## src/rtl/dmul_pkg.sv

```systemverilog
// Shared types and constants for the dmul_engine multiply engine.
// The DMUL_FAST_MUL_EN macro (see booth_mul16) selects the multiplier build.
package dmul_pkg;

  typedef enum logic [2:0] {
    IDLE = 3'd0,
    RD   = 3'd1,
    MUL  = 3'd2,
    WR   = 3'd3,
    DONE = 3'd4
  } state_t;

  localparam int BYTES_PER_OPND = 2;
  localparam int BYTES_PER_PROD = 4;
  localparam int MUL_LAT        = 16;

  typedef logic signed [31:0] product_t;

  // One radix-2 Booth iteration: add/subtract the multiplicand, then
  // arithmetic-shift {acc, q, q1} right by one.
  function automatic logic [33:0] booth_step(input logic signed [16:0] acc,
                                             input logic [15:0]        q,
                                             input logic               q1,
                                             input logic signed [16:0] m);
    logic signed [16:0] sum;
    case ({q[0], q1})
      2'b01:   sum = acc + m;
      2'b10:   sum = acc - m;
      default: sum = acc;
    endcase
    return {sum[16], sum, q};
  endfunction

endpackage

```

## src/rtl/dmul_engine_booth_mul16.sv

```systemverilog
// Signed 16x16 -> 32 multiplier; DMUL_FAST_MUL_EN selects a single-cycle product,
// otherwise a 16-iteration radix-2 Booth sequencer with a 17-bit accumulator.
module booth_mul16
  import dmul_pkg::*;
(
  input  logic        clk,
  input  logic        rst_n,
  input  logic        go,
  input  logic [15:0] a,
  input  logic [15:0] b,
  output logic        done,
  output product_t    p
);

`ifdef DMUL_FAST_MUL_EN
  logic     done_r;
  product_t p_r;

  // Product registered on go; done follows one cycle later.
  always_ff @(posedge clk) begin
    if (!rst_n) begin
      done_r <= 1'b0;
      p_r    <= '0;
    end else begin
      done_r <= go;
      if (go) begin
        p_r <= $signed(a) * $signed(b);
      end else begin
        p_r <= p_r;
      end
    end
  end

  assign done = done_r;
  assign p    = p_r;
`else
  logic signed [16:0] acc_r;
  logic signed [16:0] m_r;
  logic [15:0]        q_r;
  logic               q1_r;
  logic [4:0]         cnt_r;
  logic               run_r;

  // The first iteration is applied at load, so MUL_LAT iterations are
  // complete in the cycle where cnt_r reaches MUL_LAT.
  always_ff @(posedge clk) begin
    if (!rst_n) begin
      acc_r <= '0;
      m_r   <= '0;
      q_r   <= '0;
      q1_r  <= 1'b0;
      cnt_r <= '0;
      run_r <= 1'b0;
    end else if (go) begin
      {acc_r, q_r, q1_r} <= booth_step(17'sd0, a, 1'b0, {b[15], b});
      m_r   <= {b[15], b};
      cnt_r <= 5'd1;
      run_r <= 1'b1;
    end else if (run_r && (cnt_r != 5'(MUL_LAT))) begin
      {acc_r, q_r, q1_r} <= booth_step(acc_r, q_r, q1_r, m_r);
      cnt_r <= cnt_r + 5'd1;
      run_r <= 1'b1;
    end else begin
      run_r <= 1'b0;
    end
  end

  assign done = run_r && (cnt_r == 5'(MUL_LAT));
  assign p    = {acc_r[15:0], q_r};
`endif

endmodule

```

## src/rtl/dmul_engine.sv

```systemverilog
// Program-3 multiply engine: reads operand pairs from byte memory, writes signed
// products back big-endian. Multiplier build chosen by DMUL_FAST_MUL_EN.
module dmul_engine
  import dmul_pkg::*;
#(
  parameter int NUM_PAIRS = 16,
  parameter int SRC_BASE  = 0,
  parameter int DST_BASE  = 64,
  parameter int ADDR_W    = 8
) (
  input  logic              clk,
  input  logic              rst_n,
  input  logic              start,
  output logic              done,
  output logic              busy,
  output logic [ADDR_W-1:0] mem_addr,
  input  logic [7:0]        mem_rdata,
  output logic [7:0]        mem_wdata,
  output logic              mem_we
);

  localparam int PAIR_W = $clog2(NUM_PAIRS);
  localparam logic [1:0] LAST_BYTE = 2'(BYTES_PER_PROD - 1);

  state_t                      state_r, next_state_s;
  logic                        armed_r;
  logic [PAIR_W-1:0]           pair_r;
  logic [1:0]                  byte_idx_r;
  logic [8*BYTES_PER_OPND-1:0] a_r;
  logic [7:0]                  b_hi_r;
  product_t                    p_r;
  logic                        last_pair_s;
  logic                        mul_go_s;
  logic                        mul_done_s;
  product_t                    mul_p_s;

  assign last_pair_s = (pair_r == PAIR_W'(NUM_PAIRS - 1));
  assign mul_go_s    = (state_r == RD) && (byte_idx_r == LAST_BYTE) && !start;

  booth_mul16 u_mul (
    .clk   (clk),
    .rst_n (rst_n),
    .go    (mul_go_s),
    .a     (a_r),
    .b     ({b_hi_r, mem_rdata}),
    .done  (mul_done_s),
    .p     (mul_p_s)
  );

  // State register.
  always_ff @(posedge clk) begin
    if (!rst_n) begin
      state_r <= IDLE;
    end else begin
      state_r <= next_state_s;
    end
  end

  // Next state; start seen high during a run aborts back to IDLE.
  always_comb begin
    next_state_s = state_r;
    case (state_r)
      IDLE: begin
        if (armed_r && !start) next_state_s = RD;
        else                   next_state_s = IDLE;
      end
      RD: begin
        if (start)                          next_state_s = IDLE;
        else if (byte_idx_r == LAST_BYTE)   next_state_s = MUL;
        else                                next_state_s = RD;
      end
      MUL: begin
        if (start)           next_state_s = IDLE;
        else if (mul_done_s) next_state_s = WR;
        else                 next_state_s = MUL;
      end
      WR: begin
        if (start)                          next_state_s = IDLE;
        else if (byte_idx_r != LAST_BYTE)   next_state_s = WR;
        else if (last_pair_s)               next_state_s = DONE;
        else                                next_state_s = RD;
      end
      DONE: begin
        if (start) next_state_s = IDLE;
        else       next_state_s = DONE;
      end
      default: next_state_s = IDLE;
    endcase
  end

  // Arm flag, byte/pair counters, operand capture and product register.
  always_ff @(posedge clk) begin
    if (!rst_n) begin
      armed_r    <= 1'b0;
      pair_r     <= '0;
      byte_idx_r <= '0;
      a_r        <= '0;
      b_hi_r     <= '0;
      p_r        <= '0;
    end else begin
      if (start)                                     armed_r <= 1'b1;
      else if (state_r == IDLE && next_state_s == RD) armed_r <= 1'b0;
      else                                           armed_r <= armed_r;

      case (state_r)
        RD: begin
          byte_idx_r <= byte_idx_r + 2'd1;
          case (byte_idx_r)
            2'd0:    a_r[15:8] <= mem_rdata;
            2'd1:    a_r[7:0]  <= mem_rdata;
            2'd2:    b_hi_r    <= mem_rdata;
            default: b_hi_r    <= b_hi_r;
          endcase
        end
        MUL: begin
          byte_idx_r <= '0;
          if (mul_done_s) p_r <= mul_p_s;
          else            p_r <= p_r;
        end
        WR: begin
          byte_idx_r <= byte_idx_r + 2'd1;
          if (byte_idx_r == LAST_BYTE && !last_pair_s) pair_r <= pair_r + 1'b1;
          else                                         pair_r <= pair_r;
        end
        DONE: begin
          pair_r     <= pair_r;
          byte_idx_r <= byte_idx_r;
        end
        default: begin
          pair_r     <= '0;
          byte_idx_r <= '0;
        end
      endcase
    end
  end

  // Memory-port and handshake outputs decoded from the current state.
  always_comb begin
    busy      = 1'b0;
    done      = 1'b0;
    mem_addr  = '0;
    mem_wdata = 8'h00;
    mem_we    = 1'b0;
    case (state_r)
      RD: begin
        busy     = 1'b1;
        mem_addr = ADDR_W'(SRC_BASE) + ADDR_W'({pair_r, byte_idx_r});
      end
      MUL: begin
        busy = 1'b1;
      end
      WR: begin
        busy     = 1'b1;
        mem_addr = ADDR_W'(DST_BASE) + ADDR_W'({pair_r, byte_idx_r});
        mem_we   = !start && rst_n;
        case (byte_idx_r)
          2'd0:    mem_wdata = p_r[31:24];
          2'd1:    mem_wdata = p_r[23:16];
          2'd2:    mem_wdata = p_r[15:8];
          default: mem_wdata = p_r[7:0];
        endcase
      end
      DONE: begin
        done = 1'b1;
      end
      default: begin
        busy = 1'b0;
      end
    endcase
  end

endmodule

```

## config.mk

```make
export PLATFORM = sky130hd
export DESIGN_NAME = dmul_engine
export DESIGN_NICKNAME = d
export VERILOG_FILES = /design/src/rtl/dmul_pkg.sv /design/src/rtl/dmul_engine_booth_mul16.sv /design/src/rtl/dmul_engine.sv
export SDC_FILE = /design/constraint.sdc
export NUM_CORES = 1
export LEC_CHECK = 0
export ABC_AREA = 0
export BUFFER_PORTS_ARGS = -buffer_cell sky130_fd_sc_hd__buf_2
export CORE_ASPECT_RATIO = 0.9
export CORE_MARGIN = 1
export CORE_UTILIZATION = 52
export CTS_CLUSTER_SIZE = 24
export DETAILED_ROUTE_END_ITERATION = 8
export HOLD_SLACK_MARGIN = 0.08
export PLACE_DENSITY = 0.69
export SLEW_MARGIN = 20
export SYNTH_ARGS = -nofsm -noshare
export SYNTH_HDL_FRONTEND = slang
export SYNTH_SLANG_ARGS = --single-unit
```

## constraint.sdc

```tcl
create_clock -name clk -period 3.8 [get_ports clk]
set_input_delay 0.38 -clock clk [delete_from_list [all_inputs] [get_ports clk]]
set_output_delay 0.38 -clock clk [all_outputs]
set_load 0.01 [all_outputs]
```

==> flow_summary.json, run 1 <==
{
  "maxCapViolCount": 0,
  "numCtsBuffers": 17,
  "status": "finished clean",
  "antenna_found_initial": 0,
  "timing.rr.start": "u_mul.m_r[2]$_SDFFE_PN0P_",
  "area_growth_pct": 12.21,
  "worst-slew-pin-transition_ns": 1.040,
  "dr.first_iter.drc_count": 695,
  "die_w_um": 121.4,
  "drv_slew": 0,
  "clock_latency_ns": 0.42,
  "io_buffers": 28,
  "drive_above_1_share_pct": 9.192,
  "rsz0062_at_grt": "false",
  "hold_viol": 0,
  "leakage_uw": 0.002760,
  "ys_warn_count": 0,
  "synth_top_area_share_pct": 36.32,
  "min_period_ns": 3.415,
  "initial_utilization_pct": 54.37,
  "min_from": "start",
  "end_kind": "register",
  "syn_area_um2": 6669,
  "syn_area_per_cell_um2": 7.443,
  "grt_pass1_wl_um": 30220,
  "async_reset_ff_share_pct": 0,
  "root_buffer": "clkbuf_16",
  "rrSetupSlack_ns": 0.38,
  "synth.distinct_cells": 62,
  "r2r-end": "u_mul.acc_r[14]$_SDFFE_PN0P_",
  "syn_inst": 896,
  "rows": 38,
  "yosys_most_used_dff": "dfxtp_1",
  "syn_nets": 934,
  "final-setup-viol-count": 0,
  "num_vias": 6410,
  "fin_crit_sh_pct": 89.88,
  "first_pass_iters": 8,
  "fin_area_um2": 7483,
  "cts_sinks": 121,
  "dpl.hpwl_um": 13540,
  "ys_seq_area_share_pct": 36.32,
  "power.density_nw_per_um2": 419.9,
  "criticalPathCategory": "register to register",
  "ctsHoldBuffers": 0,
  "fillers": 1141,
  "hold_class": "input port to register",
  "die_h_um": 109.4,
  "slew_headroom_pct": 30.67,
  "post_cts_buffers": 0,
  "ir_drop_uv": 320.1,
  "clk_pin_slew_worst_paths_ns": 0.06,
  "worst_setup_path_start_kind": "register",
  "synth_edf_count": 0,
  "core_um2": 12270,
  "wl_per_cell_um": 17.79,
  "place.gp.congestion": 0.9630,
  "worstRegToRegCells": 12,
  "totalWireLength_um": 18910,
  "endpoint": "u_mul.acc_r[14]$_SDFFE_PN0P_",
  "h-tree-depth": 4,
  "cts-resized-gates": 0,
  "skew_ns": 0.009301,
  "yosys.area.top_type": "dfxtp_1",
  "grt.overflow.total": 0,
  "pin_count": 30,
  "dieArea_um2": 13280,
  "ys_seq_elements": 121,
  "required_ns": 4.16,
  "synthTopCellsByArea": "dfxtp_1, nand2_1, a21oi_1, ha_1, nor2_1",
  "startpoint": "u_mul.m_r[2]$_SDFFE_PN0P_",
  "worstPathArrival_ns": 3.77,
  "vias_per_cell": 6.030,
  "cts_tree": "built",
  "synth_commonest_cells": "nand2_1, dfxtp_1, a21oi_1, nor2_1, clkbuf_1",
  "dpl_cell_area_um2": 6825,
  "cp_max_fo": 5,
  "track_usage_pct": 29.97,
  "synth.most_common_cell": "nand2_1",
  "grt_pass1_vias": 5742,
  "grt_max_degree": 52,
  "drcViolationCount": 0,
  "final.setup.tns_ns": 0,
  "antenna_cells": 0,
  "drtAntennaViolNets": 0,
  "max_freq_mhz": 292.8,
  "cts_buffer_depth": 2,
  "num-nets-final": 928
}
[registers in the layout (all words and copies together), names as in the netlist]
signal       flops
a_r             16
u_mul.run_r      1
p_r             32
u_mul.q_r       16
byte_idx_r       2
u_mul.m_r       16
pair_r           4
u_mul.acc_r     16
b_hi_r           8
u_mul.cnt_r      5
u_mul.q1_r       1
armed_r          1
state_r          3
[worst min path at each step]
stage	depth (start not counted)	slack, ns	end
final	2	0.20	armed_r$_SDFFE_PN0P_
after global routing	2	0.20	armed_r$_SDFFE_PN0P_
after CTS	2	0.19	armed_r$_SDFFE_PN0P_
after detailed placement	2	0.45	p_r[13]$_SDFFE_PN0P_
after global placement	2	0.44	p_r[14]$_SDFFE_PN0P_
after floorplan	2	0.44	p_r[24]$_SDFFE_PN0P_
[cell type report]
class | instances | area (um2) | area share, %
flip-flops and latches | 121 | 2422 | 32.37
repair buffers | 40 | 230.2 | 3.076
clock buffers | 18 | 439.2 | 5.869
clock inverters | 14 | 219.0 | 2.926
inverters | 25 | 93.84 | 1.254
well taps | 160 | 200.2 | 2.675
multi-input cells | 685 | 3879 | 51.83
[where the power goes]
part           internal, uW  switching [uW]  total, uW
clock network          1180             610       1790
logic                  18.2            54.9       73.1
registers              1270            2.72       1280
total                  2470             668       3140
[stage by stage]
| stage | setup slack (ns) | hold slack, ns | power (uW) | cells | util, % |
|---|---|---|---|---|---|
| floorplan | 0.8274 | 0.4357 | 1353 | 896 | - |
| global placement | 0.5689 | 0.4447 | 1373 | 1031 | 55.64 |
| detailed placement | 0.4218 | 0.4475 | 1375 | 1031 | 55.64 |
| CTS | 0.4049 | 0.1912 | 3160 | 1063 | 61.01 |
| global route | 0.1085 | 0.2027 | 3228 | 1063 | 61.01 |
| finish | 0.3846 | 0.2025 | 3143 | 1063 | 61.01 |
[worst max-delay path: stages (launching register included)]
cell and delay [ns]:
dfxtp_1 0.35, nor3_1 0.44, a31oi_1 0.25, nor2_1 0.25, o21ai_0 0.15, xnor2_1 0.16, ha_1 0.23, a21oi_1 0.22
o21ai_0 0.18, or2_2 0.32, o32a_1 0.30, a2111o_1 0.42, nand3_1 0.09
[logic make-up after synthesis]
group | count (synthesis) | synth area share [%]
AOI/OAI and AO/OA | 238 | 22.55
xor gates and xnor gates | 40 | 5.253
adders and majority gates | 27 | 5.178
buffers and inverters | 90 | 5.553
DFF | 121 | 36.32
muxes | 4 | 0.6004
other | 1 | 0.05623
and+or+nand+nor | 375 | 24.48
[cells in the final DEF, fill, tap and decap left out, types with 4 or more instances in the layout]
cell type | netlist | routed
and3_1 | 5 | 5
mux2i_1 | 4 | 4
ha_1 | 26 | 26
clkbuf_16 | 0 | 17
a21oi_1 | 117 | 117
nor4_1 | 7 | 7
nor3_1 | 12 | 12
o22ai_1 | 5 | 5
or3_1 | 4 | 4
a21o_1 | 5 | 5
xnor2_1 | 26 | 26
xor2_1 | 14 | 14
nor3b_1 | 5 | 5
inv_1 | 25 | 24
a222oi_1 | 8 | 8
a311oi_1 | 17 | 17
nand2_1 | 203 | 203
buf_2 | 5 | 28
a31oi_1 | 8 | 8
and2_1 | 12 | 12
nand4_1 | 9 | 9
a21boi_0 | 4 | 4
nand3_1 | 11 | 11
dfxtp_1 | 121 | 121
bufinv_16 | 0 | 5
nand2b_1 | 4 | 4
a221oi_1 | 4 | 4
nor2_1 | 84 | 83
nor2b_1 | 7 | 7
buf_4 | 1 | 12
o21ai_0 | 29 | 29
a211oi_1 | 7 | 7
[routing by layer]
metal	global-route usage (%)	share of wire, %	vias up
li1	-	-	3113
met1	42.36	46	3024
met2	44.97	44	249
met3	7.261	8.6	24
met4	8.818	1.5	0
met5	0	0	-
(Power assumes the default switching activity.)
==> run 2, diff against run 1 <==
--- a/config.mk
+++ b/config.mk
@@ -13,6 +13,7 @@
 export CTS_CLUSTER_SIZE = 24
 export DETAILED_ROUTE_END_ITERATION = 8
 export HOLD_SLACK_MARGIN = 0.08
+export MAX_ROUTING_LAYER = met4
 export PLACE_DENSITY = 0.69
 export SLEW_MARGIN = 20
 export SYNTH_ARGS = -nofsm -noshare
==> flow_summary.json, run 2 (synthesized netlist as in run 1, its figures left out) <==
{
  "status": "finished clean",
  "rows": 38,
  "utilization_pct": 60.62,
  "hold_viol": 0,
  "min_period_ns": 3.482,
  "final.setup.tns_ns": 0,
  "power.density_nw_per_um2": 407.4,
  "antenna_cells": 0,
  "pin_count": 30,
  "stdcell_count": 1063,
  "dp.cells": 1031,
  "maxCapViolCount": 0,
  "track_usage_pct": 31.43,
  "io_buffers": 28,
  "area_growth_pct": 11.50,
  "totalWireLength_um": 19360,
  "clk_pin_slew_worst_paths_ns": 0.06,
  "worstPathArrival_ns": 3.85,
  "slew_headroom_pct": 34.03,
  "wl_per_cell_um": 18.21,
  "initial_utilization_pct": 54.37,
  "antenna_found_initial": 0,
  "worst_setup_path_start_kind": "register",
  "drive_above_1_share_pct": 9.192,
  "cts_tree": "built",
  "fillers": 1110,
  "drcViolationCount": 0,
  "dpl.hpwl_um": 13630,
  "final-setup-viol-count": 0,
  "h-tree-depth": 4,
  "largest_register": "p_r",
  "startpoint": "u_mul.m_r[2]$_SDFFE_PN0P_",
  "num-nets-final": 928,
  "fin_crit_sh_pct": 91.64,
  "dr.first_iter.drc_count": 784,
  "final_common_cell": "nand2_1",
  "cts-resized-gates": 0,
  "cts_buffer_depth": 2,
  "hold_class": "input port to register",
  "most-common-layout-cells": "nand2_1, dfxtp_1, a21oi_1, nor2_1, o21ai_0",
  "place.gp.congestion": 0.9607,
  "post_cts_buffers": 0,
  "timing.rr.start": "u_mul.m_r[2]$_SDFFE_PN0P_",
  "vias_per_cell": 6.034,
  "worst-slew-pin-transition_ns": 0.9896,
  "leakage_uw": 0.002736,
  "clock_latency_ns": 0.43,
  "min_from": "start",
  "drv_slew": 0,
  "num_vias": 6414,
  "largest_reg_flops": 32,
  "criticalPathCategory": "register to register",
  "cts_sinks": 121,
  "ctsHoldBuffers": 0,
  "max_freq_mhz": 287.2,
  "grt_max_degree": 54,
  "core_um2": 12270,
  "cp_max_fo": 5,
  "skew_ns": 0.005823,
  "ir_drop_uv": 307.6,
  "root_buffer": "clkbuf_16",
  "end_kind": "register",
  "required_ns": 4.17,
  "rsz0062_at_grt": "false",
  "grt.overflow.total": 0,
  "die_h_um": 109.4,
  "first_pass_iters": 5,
  "dieArea_um2": 13280,
  "drtAntennaViolNets": 0,
  "grt_pass1_vias": 5769,
  "grt_pass1_wl_um": 30500,
  "numCtsBuffers": 17,
  "die_w_um": 121.4
}
-- run 2: cell type report --
cell class / instances / area (um2) / share of cell area, %
clock buffer: 18 / 439.2 / 5.906
inverter: 25 / 93.84 / 1.262
timing repair buffer: 40 / 230.2 / 3.096
sequential: 121 / 2422 / 32.58
clock inverter: 14 / 171.4 / 2.305
tap: 160 / 200.2 / 2.692
multi-input combinational: 685 / 3879 / 52.16
-- run 2: report_power, final --
group          total, uW  internal, uW  switching (uW)
clock               1680          1050             629
combinational       74.1          18.3            55.8
sequential          1280          1270            2.84
total               3030          2340             688
-- run 2: stage by stage --
step	instance area (um2)	total power, uW	hold WS (ns)	worst slack (ns)
2_1_floorplan	6669	1353	0.4357	0.8274
3_3_place_gp	6825	1374	0.4426	0.5694
3_5_place_dp	6825	1376	0.4488	0.4167
4_1_cts	7436	3039	0.1860	0.3601
5_1_grt	7436	3104	0.2025	0.05130
6_report	7436	3029	0.1976	0.3178
-- run 2: worst max-delay path: stages, from the launching register on --
cell and delay [ns]:
dfxtp_1 0.35, nor3_1 0.48, a31oi_1 0.26, nor2_1 0.24
o21ai_0 0.14, xnor2_1 0.16, ha_1 0.23, a21oi_1 0.24
o21ai_0 0.18, or2_2 0.32, o32a_1 0.32, a2111o_1 0.42
nand3_1 0.08
-- run 2: metal layers --
layer	GRT usage [%]	vias up	wire, um
li1	-	3105	-
met1	43.00	3030	9063
met2	45.09	252	8347
met3	8.039	27	1604
met4	9.877	0	341
met5	-	-	0
-- run 2: final timing paths --
check	endpoint	slack, ns	depth (start not counted)
max	u_mul.acc_r[14]$_SDFFE_PN0P_	0.32	12
min	armed_r$_SDFFE_PN0P_	0.20	2
max reg2reg	u_mul.acc_r[14]$_SDFFE_PN0P_	0.32	12
min reg2reg	p_r[31]$_SDFFE_PN0P_	0.45	2
==> run 3, diff against run 2 <==
--- a/config.mk
+++ b/config.mk
@@ -8,13 +8,13 @@
 export ABC_AREA = 0
 export BUFFER_PORTS_ARGS = -buffer_cell sky130_fd_sc_hd__buf_2
 export CORE_ASPECT_RATIO = 0.9
-export CORE_MARGIN = 1
+export CORE_MARGIN = 3
 export CORE_UTILIZATION = 52
 export CTS_CLUSTER_SIZE = 24
 export DETAILED_ROUTE_END_ITERATION = 8
 export HOLD_SLACK_MARGIN = 0.08
 export MAX_ROUTING_LAYER = met4
-export PLACE_DENSITY = 0.69
+export PLACE_DENSITY = 0.72
 export SLEW_MARGIN = 20
 export SYNTH_ARGS = -nofsm -noshare
 export SYNTH_HDL_FRONTEND = slang
==> constraint.sdc (replaced) <==
create_clock -name clk -period 3.1 [get_ports clk]
set_input_delay 0.31 -clock clk [delete_from_list [all_inputs] [get_ports clk]]
set_output_delay 0.31 -clock clk [all_outputs]
set_load 0.01 [all_outputs]
==> flow_summary.json, run 3 (synthesized netlist as in run 1, its figures left out) <==
{
  "status": "finished clean",
  "die_h_um": 113.4,
  "place.gp.congestion": 0.9682,
  "max_freq_mhz": 339.7,
  "grt.busiest_layer": "met2",
  "worstPathArrival_ns": 3.30,
  "numCtsBuffers": 17,
  "track_usage_pct": 27.17,
  "fin_crit_sh_pct": 94.96,
  "worst_setup_path_start_kind": "register",
  "cts_sinks": 121,
  "hold_viol": 0,
  "grt_pass1_wl_um": 30210,
  "io_buffers": 28,
  "final-setup-viol-count": 0,
  "met3_usage_pct": 7.397,
  "cts_buffer_depth": 2,
  "cts_tree": "built",
  "wl_per_cell_um": 17.12,
  "stdcell_count": 1081,
  "p_total_uw": 3561,
  "num_vias": 6398,
  "maxCapViolCount": 0,
  "worst-slew-pin-transition_ns": 0.8436,
  "clock_latency_ns": 0.41,
  "leakage_uw": 0.002822,
  "area_growth_pct": 13.70,
  "clk_pin_slew_worst_paths_ns": 0.05,
  "min_period_ns": 2.944,
  "rows": 38,
  "most-common-layout-cells": "nand2_1, dfxtp_1, a21oi_1, nor2_1, buf_4",
  "drtAntennaViolNets": 0,
  "largest_register": "p_r",
  "root_buffer": "clkbuf_16",
  "grt.overflow.total": 0,
  "dr.first_iter.drc_count": 505,
  "core_um2": 12310,
  "gr-usage-met1_pct": 36.53,
  "final.setup.tns_ns": 0,
  "die_w_um": 125.4,
  "power.density_nw_per_um2": 469.6,
  "first_pass_iters": 5,
  "criticalPathCategory": "register to register",
  "grt_use_met2_pct": 40.31,
  "ctsHoldBuffers": 0,
  "slew_headroom_pct": 43.76,
  "largest_reg_flops": 32,
  "end_kind": "register",
  "required_ns": 3.46,
  "h-tree-depth": 4,
  "final_common_cell": "nand2_1",
  "grt_max_degree": 34,
  "antenna_found_initial": 1,
  "skew_ns": 0.007839,
  "hold_class": "input port to register",
  "pin_count": 30,
  "dieArea_um2": 14220,
  "cp_max_fo": 4,
  "drcViolationCount": 0,
  "initial_utilization_pct": 54.16,
  "totalWireLength_um": 18510,
  "dpl.hpwl_um": 13140,
  "grt_pass1_vias": 5853,
  "vias_per_cell": 5.919,
  "drive_above_1_share_pct": 12.07,
  "drv_slew": 0,
  "num-nets-final": 947,
  "ir_drop_uv": 428.3,
  "dp.cells": 1049
}
## run 3: path summary, 6_finish.rpt
path                                           startpoint  slack [ns]                      endpoint  cells after the start
worst max register to register  u_mul.m_r[0]$_SDFFE_PN0P_        0.16  u_mul.acc_r[14]$_SDFFE_PN0P_                     13
worst max-delay path            u_mul.m_r[0]$_SDFFE_PN0P_        0.16  u_mul.acc_r[14]$_SDFFE_PN0P_                     13
worst min register to register        p_r[6]$_SDFFE_PN0P_        0.45           p_r[6]$_SDFFE_PN0P_                      2
worst min-delay path                                start        0.15          armed_r$_SDFFE_PN0P_                      2
## run 3: worst max-delay path, cell delays in order (launching register included)
cell,delay [ns]
dfxtp_1,0.32
inv_1,0.05
ha_1,0.20
nor3b_2,0.17
and2_4,0.17
a31oi_1,0.19
xnor2_1,0.16
ha_1,0.28
a21oi_2,0.16
o21ai_0,0.11
or2_2,0.30
o32a_1,0.30
a2111o_1,0.41
nand3_1,0.08
## run 3: what timing repair did
item | 4_1_cts | 5_1_grt
gates resized for setup | 2 | 9
hold endpoints to repair | 0 | 0
pin swaps | 0 | 4
setup buffers | 0 | 1
setup endpoints to repair | 1 | 4
## run 3: routing by layer
layer | up-vias | wire, um
li1 | 3150 | -
met1 | 2968 | 8580
met2 | 247 | 8006
met3 | 33 | 1608
met4 | 0 | 310
met5 | - | 0
## run 3: where the power goes
part	total, uW	switching, uW	internal (uW)
Combinational	95.2	69.7	25.6
Clock	1900	713	1190
Sequential	1560	3.31	1560
Total	3560	785	2780
## run 3: area by class of cell
type	count	area [um2]
tap	160	200.2
sequential	121	2422
multi-input combinational	685	3923
clock inverter	12	128.9
fill	1129	4732
inverter	25	93.84
timing repair buffer	59	372.9
clock buffer	18	439.2
antenna	1	2.502
## run 3: per-stage QoR
stage	area [um2]	hold WS, ns	setup WS [ns]	utilization (%)
after floorplan	6669	0.4338	0.1274	-
after global placement	6960	0.4434	0.08861	56.52
after detailed placement	6960	0.4464	0.02339	56.52
after CTS	7542	0.1417	0.02671	61.25
after global routing	7582	0.1486	-0.02522	61.57
final	7582	0.1522	0.1561	61.57
